--- config.mk ---
export PLATFORM = sky130hd
export DESIGN_NAME = pc_ctrl
export DESIGN_NICKNAME = d
export VERILOG_FILES = /design/src/rtl/pc_ctrl.sv
export SDC_FILE = /design/constraint.sdc
export NUM_CORES = 1
export LEC_CHECK = 0
export BUFFER_PORTS_ARGS = -buffer_cell sky130_fd_sc_hd__buf_4
export CAP_MARGIN = 40
export CORE_AREA = 2 2 75 77
export CTS_BUF_LIST = sky130_fd_sc_hd__clkbuf_16
export DETAILED_ROUTE_END_ITERATION = 12
export DIE_AREA = 0 0 77 79
export PLACE_DENSITY = 0.95
export SLEW_MARGIN = 20
export SYNTH_ARGS = -nofsm -noshare
export SYNTH_HDL_FRONTEND = slang
export SYNTH_SLANG_ARGS = --single-unit
--- constraint.sdc ---
create_clock -name clk_i -period 3.6 [get_ports clk_i]
set_input_delay 0.72 -clock clk_i [delete_from_list [all_inputs] [get_ports clk_i]]
set_output_delay 0.72 -clock clk_i [all_outputs]
set_load 0.05 [all_outputs]
--- src/rtl/pc_ctrl.sv ---
// Pipeline front-end controller: PC write/next-PC, IF/ID and ID/EX control, memory-wait freeze.
// Optional performance counters are built only when PC_CTRL_PERF_EN is defined.
module pc_ctrl #(
  parameter int unsigned MEM_TIMEOUT = 255
) (
  input  logic        clk_i,
  input  logic        rst_i,
  input  logic        start_i,
  input  logic [31:0] pc_i,
  input  logic [4:0]  id_rs1_i,
  input  logic [4:0]  id_rs2_i,
  input  logic        ex_memread_i,
  input  logic [4:0]  ex_rd_i,
  input  logic        ex_branch_taken_i,
  input  logic [31:0] ex_branch_target_i,
  input  logic        dmem_req_i,
  input  logic        dmem_ack_i,
  output logic        pc_write_o,
  output logic [31:0] pc_next_o,
  output logic        ifid_write_o,
  output logic        ifid_flush_o,
  output logic        idex_bubble_o,
  output logic        stall_all_o,
  output logic        err_o,
  output logic [31:0] stall_cnt_o,
  output logic [31:0] flush_cnt_o
);

  localparam int unsigned CW = (MEM_TIMEOUT < 2) ? 1 : $clog2(MEM_TIMEOUT + 1);

  typedef enum logic [1:0] {IDLE, RUN, MEM_WAIT} state_t;

  state_t        state_q, state_d;
  logic [CW-1:0] wait_cnt_q, wait_cnt_d;
  logic          err_q;
  logic          mem_pend, load_use, hold;

  assign mem_pend = dmem_req_i & ~dmem_ack_i;
  assign load_use = ex_memread_i && (ex_rd_i != '0) &&
                    ((ex_rd_i == id_rs1_i) || (ex_rd_i == id_rs2_i));
  assign hold     = ((state_q == RUN) && mem_pend) || ((state_q == MEM_WAIT) && !dmem_ack_i);

  always_ff @(posedge clk_i or negedge rst_i) begin
    if (!rst_i) state_q <= IDLE;
    else        state_q <= state_d;
  end

  always_comb begin
    state_d = state_q;
    unique case (state_q)
      IDLE:     if (start_i) state_d = RUN;
      RUN:      if (mem_pend)      state_d = MEM_WAIT;
                else if (!start_i) state_d = IDLE;
      MEM_WAIT: if (dmem_ack_i) state_d = start_i ? RUN : IDLE;
      default:  state_d = IDLE;
    endcase
  end

  // Freeze outranks branch, which outranks load-use; a frozen branch is re-presented on release.
  always_comb begin
    pc_write_o    = 1'b0;
    pc_next_o     = pc_i + 32'd4;
    ifid_write_o  = 1'b0;
    ifid_flush_o  = 1'b0;
    idex_bubble_o = 1'b0;
    stall_all_o   = 1'b0;
    if (state_q == IDLE) begin
      idex_bubble_o = 1'b1;
    end else if (hold) begin
      stall_all_o = 1'b1;
    end else if (ex_branch_taken_i) begin
      pc_write_o    = 1'b1;
      pc_next_o     = ex_branch_target_i;
      ifid_flush_o  = 1'b1;
      idex_bubble_o = 1'b1;
    end else if (load_use) begin
      idex_bubble_o = 1'b1;
    end else begin
      pc_write_o   = 1'b1;
      ifid_write_o = 1'b1;
    end
  end

  always_comb begin
    wait_cnt_d = wait_cnt_q;
    if ((state_q == RUN) && mem_pend)
      wait_cnt_d = CW'(1);
    else if ((state_q == MEM_WAIT) && !dmem_ack_i && (wait_cnt_q != '1))
      wait_cnt_d = wait_cnt_q + CW'(1);
  end

  always_ff @(posedge clk_i or negedge rst_i) begin
    if (!rst_i) begin
      wait_cnt_q <= '0;
      err_q      <= 1'b0;
    end else begin
      wait_cnt_q <= wait_cnt_d;
      if (hold && (wait_cnt_d >= CW'(MEM_TIMEOUT)))
        err_q <= 1'b1;
    end
  end

  assign err_o = err_q;

`ifdef PC_CTRL_PERF_EN
  logic [31:0] stall_cnt_q, flush_cnt_q;

  always_ff @(posedge clk_i or negedge rst_i) begin
    if (!rst_i) begin
      stall_cnt_q <= '0;
      flush_cnt_q <= '0;
    end else begin
      if ((state_q != IDLE) && !pc_write_o && (stall_cnt_q != '1))
        stall_cnt_q <= stall_cnt_q + 32'd1;
      if (ifid_flush_o && (flush_cnt_q != '1))
        flush_cnt_q <= flush_cnt_q + 32'd1;
    end
  end

  assign stall_cnt_o = stall_cnt_q;
  assign flush_cnt_o = flush_cnt_q;
`else
  assign stall_cnt_o = '0;
  assign flush_cnt_o = '0;
`endif

endmodule

==> results.sh <==
export IMPL_finalInstanceArea_um2=2987
export IMPL_wire_per_inst_um=12.80
export IMPL_coreArea_um2=5338
export IMPL_tns_ns=0
export IMPL_antenna_found_initial=0
export IMPL_period_minus_slack_ns=3.263
export IMPL_cts_root_buf="clkbuf_16"
export IMPL_fin_nets=509
export IMPL_dp_hpwl_um=5224
export IMPL_clock_sinks=11
export IMPL_h_tree_depth=1
export IMPL_worstPathArrival_ns=2.54
export IMPL_rsz0062_at_grt="false"
export IMPL_initial_core_util_pct=39.69
export IMPL_post_cts_resized=0
export IMPL_ys_seq_elements=11
export IMPL_use_met1_pct=22.00
export IMPL_rows=27
export IMPL_routed_wl_um=6300
export IMPL_tightestPinTransition_ns=0.5733
export IMPL_r2r_start="state_q[0]$_DFFE_PN0P_"
export IMPL_port_buffers=123
export IMPL_syn2layout_area_growth_pct=40.99
export IMPL_clk_path_buf_depth=2
export IMPL_synthCells=297
export IMPL_clk_latency_ns=0.24
export IMPL_hold_class="input pin to asynchronous set/reset pin"
export IMPL_maxCapViolations=0
export IMPL_grt_pass1_wl_um=9515
export IMPL_timing_final_crit_share_pct=90.64
export IMPL_cts_buffers=3
export IMPL_grt_total_usage_pct=18.71
export IMPL_post_cts_setup_buffers=0
export IMPL_busiest_layer="met2"
export IMPL_synth_seq_area_share_pct=12.99
export IMPL_met3_usage_pct=3.977
export IMPL_ir_worst_vdd_mv=0.3241
export IMPL_powerDensity_nw_per_um2=319.4
export IMPL_clock_skew_ns=0.0004110
export IMPL_drt_iter0_markers=100
export IMPL_vias=2328
export IMPL_syn_cell_area_um2=2118
export IMPL_critPathCaptureType="primary output"
export IMPL_critical_path_slowest_cell="nor4_4"
export IMPL_yosys_warnings=0
export IMPL_timing_fmax_ghz=0.3065
export IMPL_via_per_inst=4.732
export IMPL_die_area_um2=6083
export IMPL_die_h_um=79
export IMPL_synth_edff_count=0
export IMPL_setup_violations=0
export IMPL_leakage_nw=1.478
export IMPL_drive_gt1_share_pct=33.33
export IMPL_ys_types=42
export IMPL_nFillCells=499
export IMPL_first_global_vias=2053
export IMPL_overflow=0
export IMPL_finalHoldViolations=0
export IMPL_slew_headroom_pct=61.64
export IMPL_reg2reg_slack_ns=1.82
export IMPL_cp_start_kind="input pin"
export IMPL_insertedDiodeCount=0
export IMPL_drc_errors=0
export IMPL_cp_startpoint="pc_i[2]"
export IMPL_syn_area_per_cell_um2=7.132
export IMPL_use_met2_pct=35.09
export IMPL_async_flop_share_pct=100.0
export IMPL_cts_tree="yes"
export IMPL_ys_flop_type="dfrtp_1"
export IMPL_first_pass_iters=4
export IMPL_cts_hold_buffers=0
export IMPL_clkTransAtPathRegs_ns=0.04
export IMPL_crit_chain="buf_4 -> ha_1 -> nand3_1 -> nor4_4 -> nand3_1 -> xor2_1 -> a21oi_1 -> buf_4"
export IMPL_grt_max_degree=30
export IMPL_drv_slew=0
export IMPL_slowest_delay_ns=0.60
export IMPL_worstPathRequired_ns=2.88
export IMPL_io_pins=188
export IMPL_post_dp_cell_area_um2=2908
export IMPL_antenna_left=0
export IMPL_worstPathMaxFanout=8
export IMPL_worstSetupPathType="input pin to primary output"
export IMPL_globalplace_congestion=0.9309
export IMPL_die_width_um=77
export IMPL_outcome="complete, no violations"
-- Yosys cell counts, types with 2 or more instances --
cell       n  area, um^2
nand4_1    8       50.05
a21oi_1   35       175.2
and2_1     2       12.51
a31oi_1    2       12.51
xor2_1    28       245.2
dfrtp_1   11       275.3
and4_1     2       17.52
and3_1     8       50.05
nand3_1   19       95.09
buf_2      2       10.01
clkbuf_1   6       22.52
nand2b_1   2       12.51
nor3_1     5       25.02
ha_1       2       25.02
nor2_1    42       157.7
nand2_1   20       75.07
mux2_1     3       33.78
buf_4     64       480.5
xnor2_1   12       105.1
a311oi_2   2       30.03
-- cells by family after synthesis --
family	share of synthesized area [%]
AO/OA/AOI/OAI	12.94
flip-flops	12.99
other	0.1770
AND/OR/NAND/NOR	29.71
multiplexers	2.067
XOR/XNOR	16.54
adder cells (fa/ha/maj)	1.181
buffers and inverters	24.39
-- sequential cells by signal, summed over array words and instances (netlist names) --
name and count:
state_q 2, err_o 1, wait_cnt_q 8
-- final timing paths --
path / to / depth (start not counted)
setup / recovery: pc_next_o[30] / 8
hold / removal: wait_cnt_q[7]$_DFF_PN0_ / 1
setup reg to reg: err_o$_DFFE_PN0P_ / 5
hold reg to reg: err_o$_DFFE_PN0P_ / 1
max in group asynchronous: state_q[1]$_DFFE_PN0P_ / 1
min in group clk_i: err_o$_DFFE_PN0P_ / 1
-- metrics by stage --
step	hold WS (ns)	cells	power [W]	util (%)	worst slack, ns
finish	0.3044	492	0.0009539	55.95	0.3371
global route	0.3125	492	0.0009963	55.95	0.1961
CTS	0.3072	492	0.0009565	55.95	0.3155
detailed placement	0.4585	488	0.0007493	54.48	0.3291
global placement	0.4510	488	0.0007400	54.48	0.3480
floorplan	0.4244	360	0.0006137	-	0.2505
-- worst max-delay path: cells and delay by family --
kind | cells | cell delay [ns]
adder cells (fa/ha/maj) | 1 | 0.17
buffers and inverters | 2 | 0.32
AO/OA/AOI/OAI | 1 | 0.15
XOR/XNOR | 1 | 0.18
AND/OR/NAND/NOR | 3 | 1.00
-- per-layer routing --
metal | part of all wire (%) | wire (um) | vias to the layer above
li1 | - | - | 1135
met1 | 38 | 2364 | 1069
met2 | 53 | 3336 | 121
met3 | 8.9 | 563 | 3
met4 | 0.57 | 36 | 0
met5 | 0 | 0 | -
-- cell usage in the layout (no fill, tap or decap), types with 2 or more instances in the layout --
cell type / n
conb_1: 64
nand4_1: 8
a31oi_1: 2
xor2_1: 28
dfrtp_1: 11
mux2_1: 3
nand2_1: 19
a311oi_2: 2
xnor2_1: 12
buf_4: 127
and3_1: 8
and2_1: 2
nand2b_1: 2
nor2_1: 42
clkbuf_16: 3
nand3_1: 19
and4_1: 2
nor3_1: 5
a21oi_1: 35
ha_1: 2
-- report_power, final --
part	leakage, nW	switching, W	internal, W	total [W]
Sequential	0.147	0.0000163	0.000136	0.000152
Combinational	1.29	0.000425	0.000176	0.000601
Clock	0.0423	0.0000555	0.000146	0.000201
Total	1.48	0.000496	0.000458	0.000954
-- area by class of cell --
type                    instances  area [um^2]  area share (%)
inverters                       1        3.754          0.1257
clock buffers                   3        75.07           2.514
flip-flops and latches         11        275.3           9.217
repair buffers                128        973.4           32.59
well taps                      72        90.09           3.016
clock inverters                 1        3.754          0.1257
multi-input cells             276         1565           52.41
(Power assumes the default switching activity.)
